File: src/rtl/move_scheduler_pkg.sv
// move_scheduler_pkg: command codes, scheduler states, gravity periods and flag helpers for the falling-piece scheduler.
package move_scheduler_pkg;

   typedef enum logic [2:0] {
      MV_NONE, MV_DOWN, MV_LEFT, MV_RIGHT, MV_ROT_CW, MV_ROT_CCW, MV_HARD
   } move_cmd_t;

   typedef enum logic [1:0] {
      S_DISABLED, S_READY, S_ISSUE, S_WAIT_RESP
   } move_sched_state_t;

   localparam int NF      = 6;
   localparam int F_GRAV  = 0;
   localparam int F_RIGHT = 1;
   localparam int F_LEFT  = 2;
   localparam int F_CCW   = 3;
   localparam int F_CW    = 4;
   localparam int F_HARD  = 5;

   // Periods are frame counts per row scaled by FRAME_CLKS; retune FRAME_CLKS for the real clock.
   localparam logic [31:0] FRAME_CLKS = 32'd64;
   localparam logic [31:0] GRAVITY_TABLE [32] = '{
      32'd48 * FRAME_CLKS, 32'd43 * FRAME_CLKS, 32'd38 * FRAME_CLKS, 32'd33 * FRAME_CLKS,
      32'd28 * FRAME_CLKS, 32'd23 * FRAME_CLKS, 32'd18 * FRAME_CLKS, 32'd13 * FRAME_CLKS,
      32'd8  * FRAME_CLKS, 32'd6  * FRAME_CLKS, 32'd5  * FRAME_CLKS, 32'd5  * FRAME_CLKS,
      32'd5  * FRAME_CLKS, 32'd4  * FRAME_CLKS, 32'd4  * FRAME_CLKS, 32'd4  * FRAME_CLKS,
      32'd3  * FRAME_CLKS, 32'd3  * FRAME_CLKS, 32'd3  * FRAME_CLKS, 32'd2  * FRAME_CLKS,
      32'd2  * FRAME_CLKS, 32'd2  * FRAME_CLKS, 32'd2  * FRAME_CLKS, 32'd2  * FRAME_CLKS,
      32'd2  * FRAME_CLKS, 32'd2  * FRAME_CLKS, 32'd2  * FRAME_CLKS, 32'd2  * FRAME_CLKS,
      32'd2  * FRAME_CLKS, 32'd1  * FRAME_CLKS, 32'd1  * FRAME_CLKS, 32'd1  * FRAME_CLKS
   };

   function automatic logic [NF-1:0] cmd_flag(input move_cmd_t c);
      logic [NF-1:0] f;
      f = '0;
      f[F_GRAV]  = c == MV_DOWN;
      f[F_RIGHT] = c == MV_RIGHT;
      f[F_LEFT]  = c == MV_LEFT;
      f[F_CCW]   = c == MV_ROT_CCW;
      f[F_CW]    = c == MV_ROT_CW;
      f[F_HARD]  = c == MV_HARD;
      return f;
   endfunction

   function automatic move_cmd_t sel_cmd(input logic [NF-1:0] p);
      return p[F_HARD]  ? MV_HARD    :
             p[F_CW]    ? MV_ROT_CW  :
             p[F_CCW]   ? MV_ROT_CCW :
             p[F_LEFT]  ? MV_LEFT    :
             p[F_RIGHT] ? MV_RIGHT   :
             p[F_GRAV]  ? MV_DOWN    : MV_NONE;
   endfunction

   function automatic logic is_user(input move_cmd_t c);
      return c inside {MV_LEFT, MV_RIGHT, MV_ROT_CW, MV_ROT_CCW};
   endfunction

endpackage

File: src/rtl/move_scheduler_counter.sv
// move_scheduler_counter: loadable down-counter that holds at zero and flags it.
module move_scheduler_counter #(
   parameter int W = 32
) (
   input  logic         clk,
   input  logic         rst_l,
   input  logic         load,
   input  logic         en,
   input  logic [W-1:0] load_val,
   output logic         zero
);

   logic [W-1:0] count_q, count_d;

   always_comb begin
      count_d = load ? load_val : (en && count_q != '0) ? count_q - W'(1) : count_q;
      zero    = count_q == '0;
   end

   always_ff @(posedge clk or negedge rst_l)
      if (!rst_l) count_q <= '0;
      else        count_q <= count_d;

endmodule

File: src/rtl/move_scheduler.sv
// move_scheduler: arbitrates user moves and gravity into one command stream for the playfield datapath.
module move_scheduler
   import move_scheduler_pkg::*;
#(
   parameter int          CNT_WIDTH        = 32,
   parameter logic [31:0] SOFT_DROP_PERIOD = 32'd2_500_000
) (
   input  logic      clk,
   input  logic      rst_l,
   input  logic      piece_active,
   input  logic [4:0] level,
   input  logic      req_left,
   input  logic      req_right,
   input  logic      req_rot_cw,
   input  logic      req_rot_ccw,
   input  logic      req_hard,
   input  logic      soft_drop,
   output logic      cmd_valid,
   output move_cmd_t cmd,
   input  logic      cmd_ready,
   input  logic      cmd_done,
   input  logic      cmd_ok,
   output logic      user_input,
   output logic      hard_drop,
   output logic      busy
);

   move_sched_state_t state_q, state_d;
   move_cmd_t         cmd_q, cmd_d, inflight_q, inflight_d;
   logic [NF-1:0]     pend_q, pend_d, pend_set, req, acc_clr;
   logic              cmd_valid_q, cmd_valid_d, user_input_q, user_input_d;
   logic              hard_drop_q, hard_drop_d, busy_q, busy_d, soft_drop_q, soft_drop_d;
   logic              active, entry, soft_rise, expiry, grav_load, grav_zero, hard_done;
   logic [31:0]       tbl, reload;
   logic [CNT_WIDTH-1:0] grav_val;

   // Reloads use period-1 because the reload cycle itself counts toward the next period.
   always_comb begin
      active      = state_q != S_DISABLED;
      entry       = !active && piece_active;
      tbl         = GRAVITY_TABLE[level];
      reload      = (soft_drop && SOFT_DROP_PERIOD < tbl) ? SOFT_DROP_PERIOD : tbl;
      soft_drop_d = soft_drop;
      soft_rise   = active && soft_drop && !soft_drop_q;
      expiry      = active && grav_zero;
      grav_load   = entry || expiry || soft_rise;
      grav_val    = CNT_WIDTH'(entry ? tbl : (reload == '0) ? '0 : reload - 32'd1);
   end

   move_scheduler_counter #(.W(CNT_WIDTH)) gravity_counter (
      .clk      (clk),
      .rst_l    (rst_l),
      .load     (grav_load),
      .en       (active),
      .load_val (grav_val),
      .zero     (grav_zero)
   );

   always_comb begin
      req       = {req_hard, req_rot_cw, req_rot_ccw, req_left, req_right, expiry || soft_rise};
      acc_clr   = (state_q == S_ISSUE && cmd_ready) ? cmd_flag(cmd_q) : '0;
      hard_done = state_q == S_WAIT_RESP && cmd_done && inflight_q == MV_HARD;
      pend_set  = (hard_done ? '0 : pend_q & ~acc_clr) | req;
      pend_d    = pend_set & ~{1'b0, {2{pend_set[F_CW] && pend_set[F_CCW]}},
                               {2{pend_set[F_LEFT] && pend_set[F_RIGHT]}}, 1'b0};
      state_d      = state_q;
      cmd_d        = cmd_q;
      cmd_valid_d  = cmd_valid_q;
      inflight_d   = inflight_q;
      user_input_d = 1'b0;
      hard_drop_d  = 1'b0;
      if (!piece_active) begin
         state_d     = S_DISABLED;
         cmd_valid_d = 1'b0;
         cmd_d       = MV_NONE;
         inflight_d  = MV_NONE;
         pend_d      = '0;
      end else begin
         case (state_q)
            S_DISABLED: begin
               state_d = S_READY;
               pend_d  = '0;
            end
            S_READY:
               if (|pend_d) begin
                  state_d     = S_ISSUE;
                  cmd_valid_d = 1'b1;
                  cmd_d       = sel_cmd(pend_d);
               end
            S_ISSUE:
               if (cmd_ready) begin
                  state_d     = S_WAIT_RESP;
                  cmd_valid_d = 1'b0;
                  cmd_d       = MV_NONE;
                  inflight_d  = cmd_q;
               end
            S_WAIT_RESP:
               if (cmd_done) begin
                  state_d      = S_READY;
                  inflight_d   = MV_NONE;
                  user_input_d = cmd_ok && is_user(inflight_q);
                  hard_drop_d  = inflight_q == MV_HARD;
               end
            default: state_d = S_DISABLED;
         endcase
      end
      busy_d = state_d inside {S_ISSUE, S_WAIT_RESP};
   end

   always_ff @(posedge clk or negedge rst_l)
      if (!rst_l) begin
         state_q      <= S_DISABLED;
         cmd_q        <= MV_NONE;
         inflight_q   <= MV_NONE;
         pend_q       <= '0;
         cmd_valid_q  <= 1'b0;
         user_input_q <= 1'b0;
         hard_drop_q  <= 1'b0;
         busy_q       <= 1'b0;
         soft_drop_q  <= 1'b0;
      end else begin
         state_q      <= state_d;
         cmd_q        <= cmd_d;
         inflight_q   <= inflight_d;
         pend_q       <= pend_d;
         cmd_valid_q  <= cmd_valid_d;
         user_input_q <= user_input_d;
         hard_drop_q  <= hard_drop_d;
         busy_q       <= busy_d;
         soft_drop_q  <= soft_drop_d;
      end

   assign cmd_valid  = cmd_valid_q;
   assign cmd        = cmd_q;
   assign user_input = user_input_q;
   assign hard_drop  = hard_drop_q;
   assign busy       = busy_q;

endmodule

File: config.mk
export PLATFORM = sky130hd
export DESIGN_NAME = move_scheduler
export DESIGN_NICKNAME = d
export VERILOG_FILES = /design/src/rtl/move_scheduler_pkg.sv /design/src/rtl/move_scheduler_counter.sv /design/src/rtl/move_scheduler.sv
export SDC_FILE = /design/constraint.sdc
export NUM_CORES = 1
export LEC_CHECK = 0
export ABC_AREA = 1
export ABC_CLOCK_PERIOD_IN_PS = 2700
export BUFFER_PORTS_ARGS = -buffer_cell sky130_fd_sc_hd__buf_4
export CAP_MARGIN = 10
export CORE_ASPECT_RATIO = 1.25
export CORE_MARGIN = 2
export CORE_UTILIZATION = 35
export CTS_CLUSTER_SIZE = 40
export DETAILED_ROUTE_END_ITERATION = 8
export GPL_ROUTABILITY_DRIVEN = 0
export HOLD_SLACK_MARGIN = 0.12
export PLACE_DENSITY = 0.55
export SLEW_MARGIN = 10
export SYNTH_ARGS = -nofsm -noshare
export SYNTH_HDL_FRONTEND = slang
export SYNTH_SLANG_ARGS = --single-unit
File: constraint.sdc
create_clock -name clk -period 2.7 [get_ports clk]
set_input_delay 0.27 -clock clk [delete_from_list [all_inputs] [get_ports clk]]
set_output_delay 0.27 -clock clk [all_outputs]
set_load 0.005 [all_outputs]
## After elaboration in Yosys (flattened, before gate mapping)

Memories as Yosys holds them, arrays and structs flattened.
Cells that the tools add are included.

| cells by class | value |
|---|---|
| $add $sub $neg | 2 |
| $lt $le $gt $ge | 2 |
| eq/ne operators | 21 |
| mux-type cells | 40 |
| bitwise gates (word level) | 6 |
| reduce and logical (&&, ||, !) cells | 28 |

Operator list:

| kind | number |
|---|---|
| $mux 32 | 7 |
| $logic_not 32->1 | 2 |
| $sub 32x1->32 const B | 2 |
| $lt 22x32->1 const A | 1 |
| $reduce_bool 32->1 | 1 |
| $mux 3 | 9 |
| $mux 6 | 4 |
| $eq 3x3->1 const B | 6 |
| $and 6x6->6 | 2 |
| $eq 3x2->1 const B | 4 |
| $logic_and 1x1->1 | 12 |
| $mux 2 | 6 |
| $not 5->6 | 2 |
| $pmux 3 s2 | 2 |
| $mux 1 | 10 |
| $ne 3x3->1 const B | 3 |
| $eq 2x2->1 const B | 4 |
| $pmux 2 s4 | 1 |
| $ge 6x6->1 const B | 1 |
| $ne 3x1->1 const B | 2 |
| $not 6->6 | 1 |
| $or 6x6->6 | 1 |
| $reduce_and 3->1 | 2 |
| $reduce_bool 2->1 | 3 |
| 8 further kinds | 11 |

| word-level totals | value |
|---|---|
| register bits | 51 |
| memory bits (read-only) | 1024 |
| input port bits | 17 |
| output and inout bits | 7 |
| memories | 1 |

Memories:

| name | depth | width | read ports | clocked after Yosys merged registers in | wr ports | RTL line | text |
|---|---|---|---|---|---|---|---|
| (no name shown) | 32 | 32 | 1 | 0 | 0 | move_scheduler.sv:41 | `tbl = GRAVITY_TABLE[level];` |

## Logic depth before layout (Yosys ltp)

| logic depth | value |
|---|---|
| word-level depth | 19 |
| gate-level depth with buffers | 17 |
| depth with buffers taken out | 17 |

## Hierarchy

From an unflattened synthesis, not the netlist that was laid out.

| unflattened totals | value |
|---|---|
| cell total of the unflattened synthesis | 624 |
| area total of the unflattened synthesis | 4078.9 sq um |

Modules (own cells, without submodules):

| module | instances | cells an instance | area each (sq um) | sequential area each (sq um) |
|---|---|---|---|---|
| move_scheduler_counter | 1 | 422 | 2603.7 | 800.8 |
| move_scheduler | 1 | 202 | 1475.2 | 475.5 |

## Least setup slack after synthesis

Ideal clock, no wire load.

| timing | value |
|---|---|
| kind | register to register |
| start | reg state_q[0] |
| end | reg cmd_q[0] (netlist: cmd[0]) |
| arrival time | 1.950 ns |
| required time | 2.635 ns |
| path slack | 0.685 ns |
| stages on the path, launching flop included | 18 |
| buffers on the path | 0 |
| clock period less this slack | 2.015 ns |
| cell sequence | dfrtp_1 inv_1 nand2_1 nor2_4 inv_1 nor3_1 inv_1 a31oi_1 inv_1 ha_1 inv_1 nor2_2 nand3_2 nand2_2 nand2_1 nand2_1 nand2_1 nand2_1 |

| between the ends | value |
|---|---|
| longest elaborated chain between the ends | 18 |

RTL lines:

| item | RTL line | text |
|---|---|---|
| start, declared | move_scheduler.sv:28 | `move_sched_state_t state_q, state_d;` |
| start signal, assigned | move_scheduler.sv:122 | `state_q <= state_d;` |
| $eq 2x2->1 | move_scheduler.sv:61, move_scheduler.sv:79 |  |
| $logic_and 1x1->1 | move_scheduler.sv:61 | `acc_clr = (state_q == S_ISSUE && cmd_ready) ? cmd_flag(cmd_q) : '0;` |
| $mux 6 | move_scheduler.sv:61 |  |
| $not 6->6 | move_scheduler.sv:63 | `pend_set = (hard_done ? '0 : pend_q & ~acc_clr) \| req;` |
| $and 6x6->6 | move_scheduler.sv:63 |  |
| $mux 6 | move_scheduler.sv:63 |  |
| $or 6x6->6 | move_scheduler.sv:63 |  |
| $logic_and 1x1->1 | move_scheduler.sv:65 | `{2{pend_set[F_LEFT] && pend_set[F_RIGHT]}}, 1'b0};` |
| [... 2 more ...] | - |  |
| $mux 2 | move_scheduler_pkg.sv:50 | `p[F_RIGHT] ? MV_RIGHT :` |
| $mux 2 | move_scheduler_pkg.sv:49 | `p[F_LEFT] ? MV_LEFT :` |
| $mux 3 | move_scheduler_pkg.sv:48 | `p[F_CCW] ? MV_ROT_CCW :` |
| $mux 3 | move_scheduler_pkg.sv:47 | `p[F_CW] ? MV_ROT_CW :` |
| $mux 3 | move_scheduler_pkg.sv:46 | `return p[F_HARD] ? MV_HARD :` |
| $mux 3 | move_scheduler.sv:85 | `if (\|pend_d) begin` |
| $pmux 3 s2 | move_scheduler.sv:79 | `case (state_q)` |
| $mux 3 | move_scheduler.sv:72 | `if (!piece_active) begin` |
| end signal, assigned | move_scheduler.sv:123 | `cmd_q <= cmd_d;` |
| end, declared | move_scheduler.sv:29 | `move_cmd_t cmd_q, cmd_d, inflight_q, inflight_d;` |

Parallel ways exist; a longest one is shown, timed or not. The select of a mux whose other input is x is not followed.
A chain may end at the register's enable or synchronous reset.

## Final worst setup path

| timing | value |
|---|---|
| start | reg state_q[0] |
| end | reg cmd_q[1] (netlist: cmd[1]) |

The elaborated chain is that of the path after synthesis.

==> impl_metrics.toml <==
[timing]
drv_slew = 0
slew_headroom = 0.546
period_share = 0.851
setup_viol_count_final = 0
grt_setup_unrepaired = "false"
worst_pin_slew_ns = 0.681
period_needed_ns = 2.30
fmaxAchievable_ghz = 0.435
tns_ns = 0
skew_ns = 0.00899
hold_violations = 0
whs_ns = 0.233
fin_ws_ns = 0.403

[clock_tree]
cts_tree = "done"
post_cts_resized = 0
htreeDepth = 2
cts-buffers-inserted = 5
hold_buffers = 2
clk_latency_ns = 0.30
cts_setup_buffers = 0
path_clk_slew_ns = 0.07
root_buffer = "clkbuf_16"
cts_sinks = 51
cts_buffer_depth = 2

[pwr]
p_leak_nw = 2.08
power_density_mw_per_mm2 = 644
power_w = 0.00261
ir_drop_v = 0.000292

[grt]
grt_pass1_vias = 3135
gr-total-overflow = 0
grt_pass1_wl_mm = 14.7
grt_max_degree = 52
grt_usage = 0.169
antenna_found_initial = 0

[worst_setup_path]
cp.arrival_ns = 2.53
path_class = "flip-flop to flip-flop"
endpoint_kind = "flip-flop"
crit_fanout = 5
cp-start-kind = "flip-flop"
required_ns = 2.94

[yosys]
synth_area_mm2 = 0.00357
synth_cells = 509
syn-num-nets = 540
synth_edf_count = 0
async_flop_share = 1.00
ys.flop_type = "dfrtp_1"
post_synth.cell_area_avg_um2 = 7.01
yosysUniqueCellTypes = 42
yosys.area.top_type = "dfrtp_1"
yosysWarnings = 0
yosys_register_bits = 51
yosys.area.top_type_share = 0.358
yosysSeqAreaShare = 0.358
synth.area.top_cells = "dfrtp_1, nand2_1, inv_1"

[cells_and_area]
drive_gt1_frac = 0.141
final_common_cell = "nand2_1"
insertedDiodeCount = 0
synthToLayoutAreaGrowth_pct = 13.6
most-common-layout-cells = "nand2_1, inv_1, nor2_1"
num-nets-final = 568

[routing]
first_pass_iters = 4
routed_wl_mm = 8.79
vias = 3272
viasPerCell = 4.91
drc = 0
drt-initial-drc-count = 151
routedWlPerCell_um = 13.2
antenna_left = 0

[floorplan]
core.rowCount = 41
start_util = 0.357
die_h_um = 117
die_w_um = 94.3
coreArea_mm2 = 0.0100
dieArea_mm2 = 0.0110
io_pins = 24

[placement]
port_buffers = 23
dpl.hpwl_mm = 6.73
post-place-ws_ns = 0.397

[worst_hold_path]
hp-class = "input port to flip-flop"

[run]
drv_cap = 0

[outcome]
status = "complete, no violations"
metal layers:
| metal | part of all wire | up-vias | GRT usage |
|---|---|---|---|
| li1 | - | 1699 | - |
| met1 | 0.46 | 1500 | 0.220 |
| met2 | 0.49 | 60 | 0.287 |
| met3 | 0.030 | 13 | 0.0262 |
| met4 | 0.020 | 0 | 0.0560 |
| met5 | 0 | - | 0 |
area by class of cell:
type                       instances  area [um^2]
clock buffer                       7          143
clock inverter                     1         8.76
fill                            1090         5950
inverter                          88          330
multi-input combinational        362         1910
sequential                        51         1280
tap                              129          161
timing repair buffer              29          223
cell usage after synthesis, types with 2 or more instances:
| cell type | n |
|---|---|
| nand2_1 | 114 |
| inv_1 | 70 |
| nor2_1 | 68 |
| dfrtp_1 | 51 |
| nand3_1 | 33 |
| a21oi_1 | 18 |
| inv_2 | 17 |
| o21ai_0 | 15 |
| ha_1 | 14 |
| nand4_1 | 13 |
| o21ai_1 | 13 |
| xor2_1 | 10 |
| nor3_1 | 9 |
| nor2_2 | 7 |
| a22oi_1 | 5 |
| a31oi_1 | 5 |
| nand2_2 | 5 |
| nand3_2 | 5 |
| o211ai_1 | 5 |
| clkbuf_1 | 3 |
| o41ai_1 | 3 |
| a21oi_2 | 2 |
| buf_6 | 2 |
| nor2_4 | 2 |
| o21a_1 | 2 |
| o22ai_1 | 2 |
sequential cells by signal, summed over array words and instances, names as in the netlist:
register	flops
busy	1
inflight_q	3
pend_q	6
state_q	2
user_input	1
cmd_valid	1
soft_drop_q	1
cmd	3
hard_drop	1
gravity_counter.count_q	32
through the flow:
stage                     instances  area, um^2  utilization
after floorplan                 509        3570            -
after global placement          657        3880        0.388
after detailed placement        657        3880        0.388
after CTS                       667        4050        0.405
after global routing            667        4050        0.405
final                           667        4050        0.405
cells by family (layout without fill, tap and decap cells):
family	after synthesis	count (layout)	synth area share
simple gates	264	264	0.337
buf+inv	96	125	0.107
compound gates	73	73	0.122
flops	51	51	0.358
fa+ha+maj	14	14	0.0491
xor+xnor	11	11	0.0270
worst paths after layout:
check	startpoint	endpoint	slack, ns	cells after the start
hold reg to reg	cmd_valid$_DFFE_PN0P_	cmd_valid$_DFFE_PN0P_	0.49	2
setup / recovery	state_q[0]$_DFF_PN0_	cmd[1]$_DFFE_PN0P_	0.40	17
hold / removal	piece_active	state_q[0]$_DFF_PN0_	0.23	3
setup reg to reg	state_q[0]$_DFF_PN0_	cmd[1]$_DFFE_PN0P_	0.40	17
max in group asynchronous	rst_l	cmd[1]$_DFFE_PN0P_	1.69	2
min in group asynchronous	rst_l	gravity_counter.count_q[14]$_DFFE_PN0P_	0.56	2
power by group:
part / internal (W) / switching (W) / total (W)
sequential: 0.000880 / 0.000123 / 0.00100
combinational: 0.000329 / 0.000615 / 0.000944
clock: 0.000372 / 0.000292 / 0.000663
critical path: stages, from the launching register on:
cell     delay (ns)
dfrtp_1        0.41
inv_1          0.09
nand2_1        0.10
nor2_4         0.14
inv_1          0.07
nor3_1         0.14
inv_1          0.06
a31oi_1        0.20
inv_1          0.07
ha_1           0.30
inv_1          0.05
nor2_2         0.10
nand3_2        0.09
nand2_2        0.11
nand2_1        0.06
nand2_1        0.11
nand2_1        0.07
nand2_1        0.06
(Power assumes the default switching activity.)
